--- src/rtl/note_mixer.sv ---
// Four-voice square-wave note mixer (BGM L/R + SFX L/R) with saturated stereo sum.
// Optional SFX_DUCK_EN: halve BGM voice samples while sfx_en is high.

module note_voice #(
  parameter int DIV_W   = 22,
  parameter int AMP_W   = 16,
  parameter int MIN_DIV = 2
) (
  input  logic                    clk,
  input  logic                    rst,
  input  logic                    clr,
  input  logic [DIV_W-1:0]        div_in,
  input  logic [AMP_W-1:0]        amp_in,
  output logic signed [15:0]      sample
);
  logic [DIV_W-1:0]   cnt;
  logic [DIV_W-1:0]   div_lat;
  logic               phase;
  logic [14:0]        amp_lat;
  logic [14:0]        amp_clamped;
  logic               running;
  logic               div_ok;
  logic               at_wrap;
  logic signed [15:0] mag;

  assign running = div_lat >= DIV_W'(MIN_DIV);
  assign div_ok  = div_in >= DIV_W'(MIN_DIV);
  assign at_wrap = cnt == (div_lat - DIV_W'(1));

  always_comb begin
    amp_clamped = amp_in[14:0];
    if (amp_in > AMP_W'(32767)) amp_clamped = 15'h7fff;
  end

  // A too-small divider mutes immediately; otherwise changes land only at a wrap.
  always_ff @(posedge clk or posedge rst) begin
    if (rst) begin
      cnt     <= '0;
      phase   <= 1'b0;
      div_lat <= '0;
      amp_lat <= '0;
    end else if (clr || !div_ok) begin
      cnt     <= '0;
      phase   <= 1'b0;
      div_lat <= '0;
      amp_lat <= '0;
    end else if (!running) begin
      cnt     <= '0;
      phase   <= 1'b0;
      div_lat <= div_in;
      amp_lat <= amp_clamped;
    end else if (at_wrap) begin
      cnt     <= '0;
      phase   <= ~phase;
      div_lat <= div_in;
      amp_lat <= amp_clamped;
    end else begin
      cnt     <= cnt + DIV_W'(1);
    end
  end

  assign mag    = {1'b0, amp_lat};
  assign sample = !running ? 16'sd0 : (phase ? mag : -mag);
endmodule

module note_mixer #(
  parameter int DIV_W   = 22,
  parameter int AMP_W   = 16,
  parameter int MIN_DIV = 2
) (
  input  logic               clk,
  input  logic               rst,
  input  logic [DIV_W-1:0]   bgm_note_div_left,
  input  logic [DIV_W-1:0]   bgm_note_div_right,
  input  logic [AMP_W-1:0]   bgm_amplitude,
  input  logic               sfx_en,
  input  logic [DIV_W-1:0]   sfx_note_div,
  input  logic [AMP_W-1:0]   sfx_amplitude,
  output logic [15:0]        audio_left,
  output logic [15:0]        audio_right
);
  logic signed [15:0] bgm_l, bgm_r, sfx_l, sfx_r;
  logic signed [15:0] bgm_l_m, bgm_r_m, sfx_l_g, sfx_r_g;
  logic signed [17:0] sum_l, sum_r;

  note_voice #(.DIV_W(DIV_W), .AMP_W(AMP_W), .MIN_DIV(MIN_DIV)) u_bgm_l (
    .clk(clk), .rst(rst), .clr(1'b0),
    .div_in(bgm_note_div_left), .amp_in(bgm_amplitude), .sample(bgm_l)
  );
  note_voice #(.DIV_W(DIV_W), .AMP_W(AMP_W), .MIN_DIV(MIN_DIV)) u_bgm_r (
    .clk(clk), .rst(rst), .clr(1'b0),
    .div_in(bgm_note_div_right), .amp_in(bgm_amplitude), .sample(bgm_r)
  );
  note_voice #(.DIV_W(DIV_W), .AMP_W(AMP_W), .MIN_DIV(MIN_DIV)) u_sfx_l (
    .clk(clk), .rst(rst), .clr(!sfx_en),
    .div_in(sfx_note_div), .amp_in(sfx_amplitude), .sample(sfx_l)
  );
  note_voice #(.DIV_W(DIV_W), .AMP_W(AMP_W), .MIN_DIV(MIN_DIV)) u_sfx_r (
    .clk(clk), .rst(rst), .clr(!sfx_en),
    .div_in(sfx_note_div), .amp_in(sfx_amplitude), .sample(sfx_r)
  );

  // SFX is gated combinationally so it drops out on the same edge sfx_en falls.
  assign sfx_l_g = sfx_en ? sfx_l : 16'sd0;
  assign sfx_r_g = sfx_en ? sfx_r : 16'sd0;

`ifdef SFX_DUCK_EN
  assign bgm_l_m = sfx_en ? (bgm_l >>> 1) : bgm_l;
  assign bgm_r_m = sfx_en ? (bgm_r >>> 1) : bgm_r;
`else
  assign bgm_l_m = bgm_l;
  assign bgm_r_m = bgm_r;
`endif

  assign sum_l = {{2{bgm_l_m[15]}}, bgm_l_m} + {{2{sfx_l_g[15]}}, sfx_l_g};
  assign sum_r = {{2{bgm_r_m[15]}}, bgm_r_m} + {{2{sfx_r_g[15]}}, sfx_r_g};

  function automatic logic [15:0] sat16(input logic signed [17:0] v);
    if (v > 18'sd32767)       return 16'h7fff;
    else if (v < -18'sd32768) return 16'h8000;
    else                      return v[15:0];
  endfunction

  always_ff @(posedge clk or posedge rst) begin
    if (rst) begin
      audio_left  <= '0;
      audio_right <= '0;
    end else begin
      audio_left  <= sat16(sum_l);
      audio_right <= sat16(sum_r);
    end
  end
endmodule

--- config.mk ---
export PLATFORM = sky130hd
export DESIGN_NAME = note_mixer
export DESIGN_NICKNAME = d
export VERILOG_FILES = /design/src/rtl/note_mixer.sv
export SDC_FILE = /design/constraint.sdc
export NUM_CORES = 1
export LEC_CHECK = 0
export CORE_MARGIN = 1.5
export CORE_UTILIZATION = 60
export DETAILED_ROUTE_END_ITERATION = 16
export GPL_TIMING_DRIVEN = 0
export PLACE_DENSITY = 0.82
export SLEW_MARGIN = 20
export SYNTH_ARGS = -nofsm -noshare
export SYNTH_HDL_FRONTEND = slang
export SYNTH_SLANG_ARGS = --single-unit
--- constraint.sdc ---
create_clock -name clk -period 22.9 [get_ports clk]
set_clock_uncertainty 0.15 [all_clocks]
set_input_delay 6.87 -clock clk [delete_from_list [all_inputs] [get_ports clk]]
set_output_delay 6.87 -clock clk [all_outputs]
set_load 0.005 [all_outputs]
### Yosys cells after proc, flatten, opt, wreduce, memory -nomap -nowiden

Index checks and enable logic that the tools add are counted.

| operators by class | value |
|---|---|
| add/subtract/negate cells | 14 |
| order comparisons | 13 |
| eq/ne operators | 8 |
| mux-type cells | 64 |
| bitwise operators | 4 |
| reductions and logical operators | 3 |

Operators by type and width:

| operator | count |
|---|---|
| $mux W22 | 24 |
| $mux W16 | 14 |
| $mux W15 | 14 |
| $ge A22 B2 Y1 const B | 7 |
| $add A22 B1 Y22 const B | 4 |
| $eq A22 B22 Y1 | 4 |
| $sub A22 B1 Y22 const B | 4 |
| $neg A15 Y16 | 4 |
| $add A16 B16 Y17 | 2 |
| $gt A17 B16 Y1 const B | 2 |
| $lt A17 B16 Y1 const B | 2 |
| $gt A16 B15 Y1 const B | 2 |
| $mux W1 | 12 |
| $ne A3 B3 Y1 const B | 4 |
| $not A1 Y1 | 4 |
| $logic_not A1 Y1 | 2 |
| $logic_or A1 B1 Y1 | 1 |

| word-level totals | value |
|---|---|
| bits in registers | 272 |
| input bits | 101 |
| output and inout port bits | 32 |

### Logic depth before layout (Yosys ltp)

Gate-level depths: netlist (run 1).

| depth | value |
|---|---|
| word-level depth | 8 |
| depth in mapped cells | 19 |
| gate-level depth less buffers | 17 |

### Modules after synthesis

From an unflattened synthesis (run 1), not the netlist that was laid out.

| second synthesis, totals | value |
|---|---|
| cell total of the unflattened synthesis | 2098 |
| area total of the unflattened synthesis | 18576.6 µm² |

Modules (own cells, without submodules):

| module | times used | cells each | area each (µm²) | seq. area each (µm²) |
|---|---|---|---|---|
| note_voice at u_bgm_r ... | 3 | 449 | 3860.0 | 1501.4 |
| note_voice at u_bgm_l | 1 | 435 | 4040.1 | 1501.4 |
| note_mixer | 1 | 316 | 2956.6 | 800.8 |

### Worst setup path after synthesis (run 1)

OpenSTA, ideal clock, no wires.

| timing | value |
|---|---|
| kind | input-to-reg |
| from | in sfx_en |
| to | reg audio_left[10] |
| setup time | 0.131 ns |
| arrival time | 9.778 ns |
| required time | 22.619 ns |
| path slack | 12.841 ns |
| stages | 14 |
| buffers on the path | 3 |
| path through | clkbuf_1 > nand2_1 > clkbuf_1 > nor2_1 > ha_1 > or3_1 > nor2_1 > o21ai_0 > a21o_1 > a21o_1 > a221oi_1 > xnor2_1 > clkbuf_1 > maj3_1 |

| on the way | value |
|---|---|
| word-level cells in the longest chain between the ends | 5 |

RTL lines:

| what | RTL line | RTL |
|---|---|---|
| start: declaration | 76 | `input logic sfx_en,` |
| $mux W16 * | 104 | `assign sfx_l_g = sfx_en ? sfx_l : 16'sd0;` |
| $add A16 B16 Y17 * | 115 | `assign sum_l = {{2{bgm_l_m[15]}}, bgm_l_m} + {{2{sfx_l_g[15]}}, sfx_l_g};` |
| $lt A17 B16 Y1 | 120 | `else if (v < -18'sd32768) return 16'h8000;` |
| $mux W16 | 120 |  |
| $mux W16 * | 119 | `if (v > 18'sd32767) return 16'h7fff;` |
| end signal: assignment | 129 | `audio_left <= sat16(sum_l);` |
| end: declaration | 79 | `output logic [15:0] audio_left,` |

Mark *: on every way between the ends. The rest lies on a longest branch, timed or not.
A chain may end at the register's enable or synchronous reset.

### Worst setup path after layout (run 1)

| timing | value |
|---|---|
| from | in sfx_en |
| to | reg audio_left[9] |

The elaborated chain is that of the path after synthesis.

==> impl_results.md, run 1 <==
- Leak: 8.33 nW
- Core area: around 29000 um2
- DRT iter0 DRCs: roughly 1300
- TNS Setup: 0 ps
- Layout Nets: 2291
- Dpl hpwl: between 30000 and 40000 um
- Area Growth Syn to Fin: 16.5%
- Leading area contributor after synthesis: dfrtp_1
- Largest net degree at the start of global routing: 114
- Post-synth EDFFs: 0
- YS warnings: 0
- Detailed-route via count: roughly 15000
- Cts repair resizes: 0
- Cell Rows: 62
- Pwr Density: 87.1 nW/um2
- Total power: 1.77 mW
- Synthesized area per cell: about 8.8 um2
- Status: complete, no violations
- FILL cells: 2183
- Max Cap Viol: 0
- Worst Hold Class: flop to flop
- Top cells by area, synth: dfrtp_1 (39%), xnor2_1 (8.6%), nor2_1 (5.5%)
- Wire per inst: 17.6 um
- Worst-path fanout max: 10
- GPL Wtd Cong: 0.899
- Max clock buf depth: 3
- Worst Path Arrival: 10560 ps
- Remaining antenna violation count: 0
- Setup bufs post-CTS: 0
- First-pass GRT wire length: around 75000 um
- CP Capture Type: flop
- Routed wl met2: 20600 um
- CP startpoint kind: input pin
- Number of CTS-inserted buffers: 30
- CTS tree: built
- Fmax achieved: approximately 0.098 GHz
- Commonest cells in the netlist: dfrtp_1 (272), nor2_1 (254), xnor2_1 (171), nand2_1 (130), o21ai_0 (109)
- Sequential area share after synthesis: 39.1%
- Setup Viol. Count Final: 0
- Starting density of the core: 60.8%
- Register bit count reported by yosys: about 270
- Hold Vio Cnt, Final: 0
- WL met3: about 2600 um
- Top-area cell type share of the netlist area: 39.1%
- Post-synth ARST share: 100%
- Most frequent CP cell: clkbuf_1
- Vias in the first global route: roughly 15000
- DIE WIDTH: roughly 170 um
- # IOs: about 130
- Top-count cell post-synth: dfrtp_1
- Cell at the slowest stage of the critical path: a41oi_1
- Initial antenna violation count: 0
- Drt drc: 0
- Clock root buffer: clkbuf_16
- H-tree depth: 1
- Area of the die: ~30000 um2
- Die height: 173 um
- Tcrit/Tclk final: 44.6%
- Unrepaired setup endpoints after global routing: false
- GRT Total Usage: between 30% and 40%
- Layout cell share with drive strength beyond 1: 5.96%
- Syn nets: about 2100
- Kind of critical path: input pin to flop
- Max-slew violations: 0
- Netlist cell types: 73
- GRT overflow: 0
- TritonRoute pass-1 iters: 5
- Crit path time final: 10220 ps
- Worst-Margin Slew: 1100 ps
- Highest routed layer: met4
- # clock sinks: 272
- WP data required: 23240 ps
- FF-to-FF setup slack: 16980 ps
- Mapped cell area: 17400 um2
- Number of port buffers: roughly 130
- Gate count of the mapped netlist: about 2000
- WL met1: 20300 um
- Clock slew at reported path FFs: 60 ps
- CP cell instances: clkbuf_1, nand2_1, clkbuf_1, nor2_1, ha_1, fa_1, a21oi_1, o21bai_1, a21oi_1, o21bai_1, nand3_1, a41oi_1, clkbuf_1, maj3_1
- Worst stage delay on the critical path: 510 ps
- Most common flop cell mapped by yosys: dfrtp_1
- Antenna cells: 0
- Vias per cell: 6.07
- # hold bufs at CTS: 0
- Peak VDD IR: between 100 and 150 uV
- Slew HR: 26.3%
- Post-Route WL: 44900 um
- Clock Latency Late Sink: 560 ps
==> worst paths after layout <==
check | startpoint | to | depth (start not counted)
worst min-delay path | u_bgm_l.cnt[0]$_DFF_PP0_ | u_bgm_l.cnt[0]$_DFF_PP0_ | 1
worst min register to register | u_bgm_l.cnt[0]$_DFF_PP0_ | u_bgm_l.cnt[0]$_DFF_PP0_ | 1
max in group asynchronous | rst | audio_right[0]$_DFF_PP0_ | 3
worst max register to register | u_bgm_r.div_lat[8]$_DFFE_PP0P_ | audio_right[13]$_DFF_PP0_ | 18
worst max-delay path | sfx_en | audio_left[9]$_DFF_PP0_ | 14
min in group asynchronous | rst | u_sfx_l.cnt[8]$_DFF_PP0_ | 2
==> metal layers <==
metal  track usage, %  vias to the layer above
li1                 -                     7353
met4             9.06                        0
met3             2.96                       94
met1             43.0                     7469
met2             48.7                      546
met5                0                        -
==> stage by stage <==
| step | hold slack (ps) | instances | worst slack (ps) | instance area, um2 | util, % |
|---|---|---|---|---|---|
| after CTS | 383 | 2548 | 12700 | 20300 | 70.8 |
| after detailed placement | 375 | 2492 | 12140 | 19300 | 67.3 |
| after global placement | 357 | 2489 | 5360 | 19200 | 67.0 |
| after floorplan | 330 | 1974 | 8380 | 17400 | - |
| final | 378 | 2548 | 12680 | 20300 | 70.8 |
| after global routing | 413 | 2548 | 12360 | 20300 | 70.8 |
==> area by class of cell <==
class / count / area [um2] / share of cell area, %
Multi-Input combinational cell: 1555 / 10000 / 49.4
Sequential cell: 272 / 6810 / 33.6
Timing Repair Buffer: 134 / 1370 / 6.77
Clock buffer: 40 / 860 / 4.24
Tap cell: 384 / 480 / 2.37
Buffer: 101 / 423 / 2.09
Inverter: 46 / 180 / 0.889
Clock inverter: 16 / 124 / 0.611
==> logic make-up (layout without fill, tap and decap cells) <==
| logic type | count (synthesis) | in the layout | synth area share, % |
|---|---|---|---|
| AO/OA/AOI/OAI | 362 | 362 | 13.0 |
| XOR/XNOR | 252 | 252 | 12.7 |
| adder cells (fa/ha/maj) | 66 | 66 | 4.60 |
| buffers and inverters | 147 | 337 | 3.42 |
| flip-flops | 272 | 272 | 39.1 |
| multiplexers | 55 | 55 | 3.50 |
| AND/OR/NAND/NOR | 820 | 820 | 23.7 |
==> flip-flops by register name, indices dropped and copies added, names as in the netlist <==
name	cells
u_sfx_l.cnt	22
audio_right	16
u_bgm_l.amp_lat	15
u_bgm_r.div_lat	22
u_sfx_l.phase	1
audio_left	16
u_sfx_r.cnt	22
u_sfx_r.amp_lat	15
u_bgm_r.amp_lat	15
u_bgm_r.cnt	22
u_bgm_l.div_lat	22
u_sfx_l.div_lat	22
u_bgm_l.phase	1
u_sfx_l.amp_lat	15
u_sfx_r.div_lat	22
u_bgm_r.phase	1
u_sfx_r.phase	1
u_bgm_l.cnt	22
==> report_power, final <==
group          total (mW)  switching, mW  leakage (nW)  internal [mW]
registers           0.600         0.0581          3.38          0.542
clock network       0.476          0.201         0.485          0.275
logic               0.690          0.375          4.46          0.315
==> placed cells by master (no fill, tap or decap), types with 15 or more instances in the layout <==
cell             count
dfrtp_1            272
nor2_1             254
xnor2_1            171
clkdlybuf4s50_1    131
nand2_1            130
o21ai_0            109
nor3_1             105
a21oi_1            101
xor2_1              81
clkbuf_1            80
nand3_1             65
ha_1                48
inv_1               45
a211oi_1            41
nor4_1              38
and3_1              38
mux2_2              31
clkbuf_16           31
or3_1               29
nand4_1             28
and2_1              26
nor3b_1             22
o31ai_1             20
a21o_1              17
maj3_1              16
mux2_1              16
a31oi_1             15
buf_2               15
==> worst max-delay path, delay by kind of cell <==
| kind | cells | cell delay (ps) |
|---|---|---|
| AOI/OAI and AO/OA | 5 | 1310 |
| adders and majority gates | 3 | 650 |
| buffers and inverters | 3 | 1140 |
| and+or+nand+nor | 3 | 580 |
No activity file was read; power rests on OpenSTA's default activity.
==> run 2, diff against run 1 <==
clock period = 10.2 ns   (was 22.9 ns; I/O delays follow)
==> impl_results.md, run 2 (same netlist as run 1, synthesis figures left out) <==
- Wire per inst: 17.6 um
- Number of CTS-inserted buffers: 29
- Vias per cell: 6.05
- TritonRoute pass-1 iters: 6
- Fmax achieved: 0.153 GHz
- Cell at the slowest stage of the critical path: a41oi_1
- H-tree depth: 1
- Worst Hold Class: flop to flop
- Tcrit/Tclk final: between 60 and 70%
- Post-Place Setup Slack: between 3000 and 4000 ps
- Status: complete, no violations
- Initial antenna violation count: 0
- CP cell instances: clkbuf_1, nand2_1, clkbuf_1, nor2_1, ha_1, fa_1, a21oi_1, o21bai_1, a21oi_1, o21bai_1, nand3_1, a41oi_1, clkbuf_1, maj3_1
- Clock Latency Late Sink: around 560 ps
- Vias in the first global route: between 15000 and 20000
- CP Capture Type: flop
- Clock root buffer: clkbuf_16
- Worst stage delay on the critical path: 540 ps
- Remaining antenna violation count: 0
- Cts repair resizes: 0
- # hold bufs at CTS: 0
- Worst-path fanout max: 10
- Slew HR: ~20%
- Peak VDD IR: ~200 uV
- Die height: 173 um
- # IOs: 133
- Worst Path Arrival: 6860 ps
- Crit path time final: 6520 ps
- DIE WIDTH: 173 um
- Largest net degree at the start of global routing: 37
- Most frequent CP cell: clkbuf_1
- CTS tree: built
- TNS Setup: 0 ps
- Max-slew violations: 0
- Layout cell share with drive strength beyond 1: 5.95%
- Drt drc: 0
- Core area: about 29000 um2
- Number of port buffers: 131
- # clock sinks: 272
- Worst-Margin Slew: about 1200 ps
- Layout Nets: 2297
- Pwr Density: approximately 200 nW/um2
- Antenna cells: 0
- Max Cap Viol: 0
- Kind of critical path: input pin to flop
- Leak: 8.38 nW
- GRT overflow: 0
- Unrepaired setup endpoints after global routing: false
- CP startpoint kind: input pin
- Clock slew at reported path FFs: 60 ps
- Starting density of the core: 60.8%
- FILL cells: 2210
- GPL Wtd Cong: 0.934
- Area of the die: 30000 um2
- Commonest non-fill, non-tap cell in the layout: dfrtp_1
- Max clock buf depth: 3
- DRT iter0 DRCs: 1192
- Final WS setup: 3680 ps
- Cell Rows: 62
- GRT Total Usage: between 30% and 40%
- WP data required: 10540 ps
- Detailed-route via count: 15400
- Setup Viol. Count Final: 0
- Post-Route WL: 44900 um
- Setup bufs post-CTS: 0
- Area Growth Syn to Fin: 17.1%
- Leading cell types in the layout, fill and taps excluded: dfrtp_1 (272), nor2_1 (254), xnor2_1 (171)
- Hold Vio Cnt, Final: 0
- First-pass GRT wire length: 75300 um
- Dpl hpwl: 33800 um
-- run 2: metal layers --
layer	track usage (%)	routed length, um
met3	3.09	2620
met5	0	0
met4	11.7	1770
met1	42.9	20200
met2	47.3	20300
-- run 2: worst max-delay path: cells and delay by family --
kind	cells	cell delay, ps
fa+ha+maj	3	660
buf+inv	3	1160
simple gates	3	650
compound gates	5	1330
-- run 2: layout make-up --
type                       count  area (um2)  share of cell area [%]
tap                          384         480                    2.36
clock inverter                10         139                   0.682
timing repair buffer         141        1480                    7.29
multi-input combinational   1555       10000                    49.2
inverter                      46         176                   0.866
buffer                       101         423                    2.08
sequential                   272        6810                    33.4
clock buffer                  43         848                    4.16
-- run 2: final timing paths --
kind                                                 from                        endpoint  slack, ps  cells past startpoint
setup reg to reg           u_bgm_r.div_lat[4]$_DFFE_PP0P_        audio_right[8]$_DFF_PP0_       4320                     18
hold reg to reg                  u_bgm_l.cnt[0]$_DFF_PP0_        u_bgm_l.cnt[0]$_DFF_PP0_        380                      1
max in group asynchronous                             rst       u_sfx_r.cnt[15]$_DFF_PP0_       5400                      8
hold / removal                   u_bgm_l.cnt[0]$_DFF_PP0_        u_bgm_l.cnt[0]$_DFF_PP0_        380                      1
min in group asynchronous                             rst  u_bgm_l.div_lat[1]$_DFFE_PP0P_       2760                      2
setup / recovery                                   sfx_en        audio_left[10]$_DFF_PP0_       3680                     14
-- run 2: metrics by stage --
step | std cells | power (mW) | instance area (um2) | hold slack, ps | utilization (%)
after floorplan | 1974 | 2.43 | 17400 | 330 | -
after global placement | 2489 | 2.83 | 19200 | 357 | 67.0
after detailed placement | 2499 | 2.87 | 19400 | 365 | 67.7
after CTS | 2552 | 3.99 | 20400 | 378 | 71.2
after global routing | 2552 | 4.24 | 20400 | 402 | 71.2
final | 2552 | 3.99 | 20400 | 383 | 71.2
-- run 2: power breakdown --
group / switching (mW) / total, mW / internal (mW)
clock: 0.442 / 1.09 / 0.650
combinational: 0.842 / 1.55 / 0.711
sequential: 0.132 / 1.35 / 1.22
total: 1.42 / 3.99 / 2.58
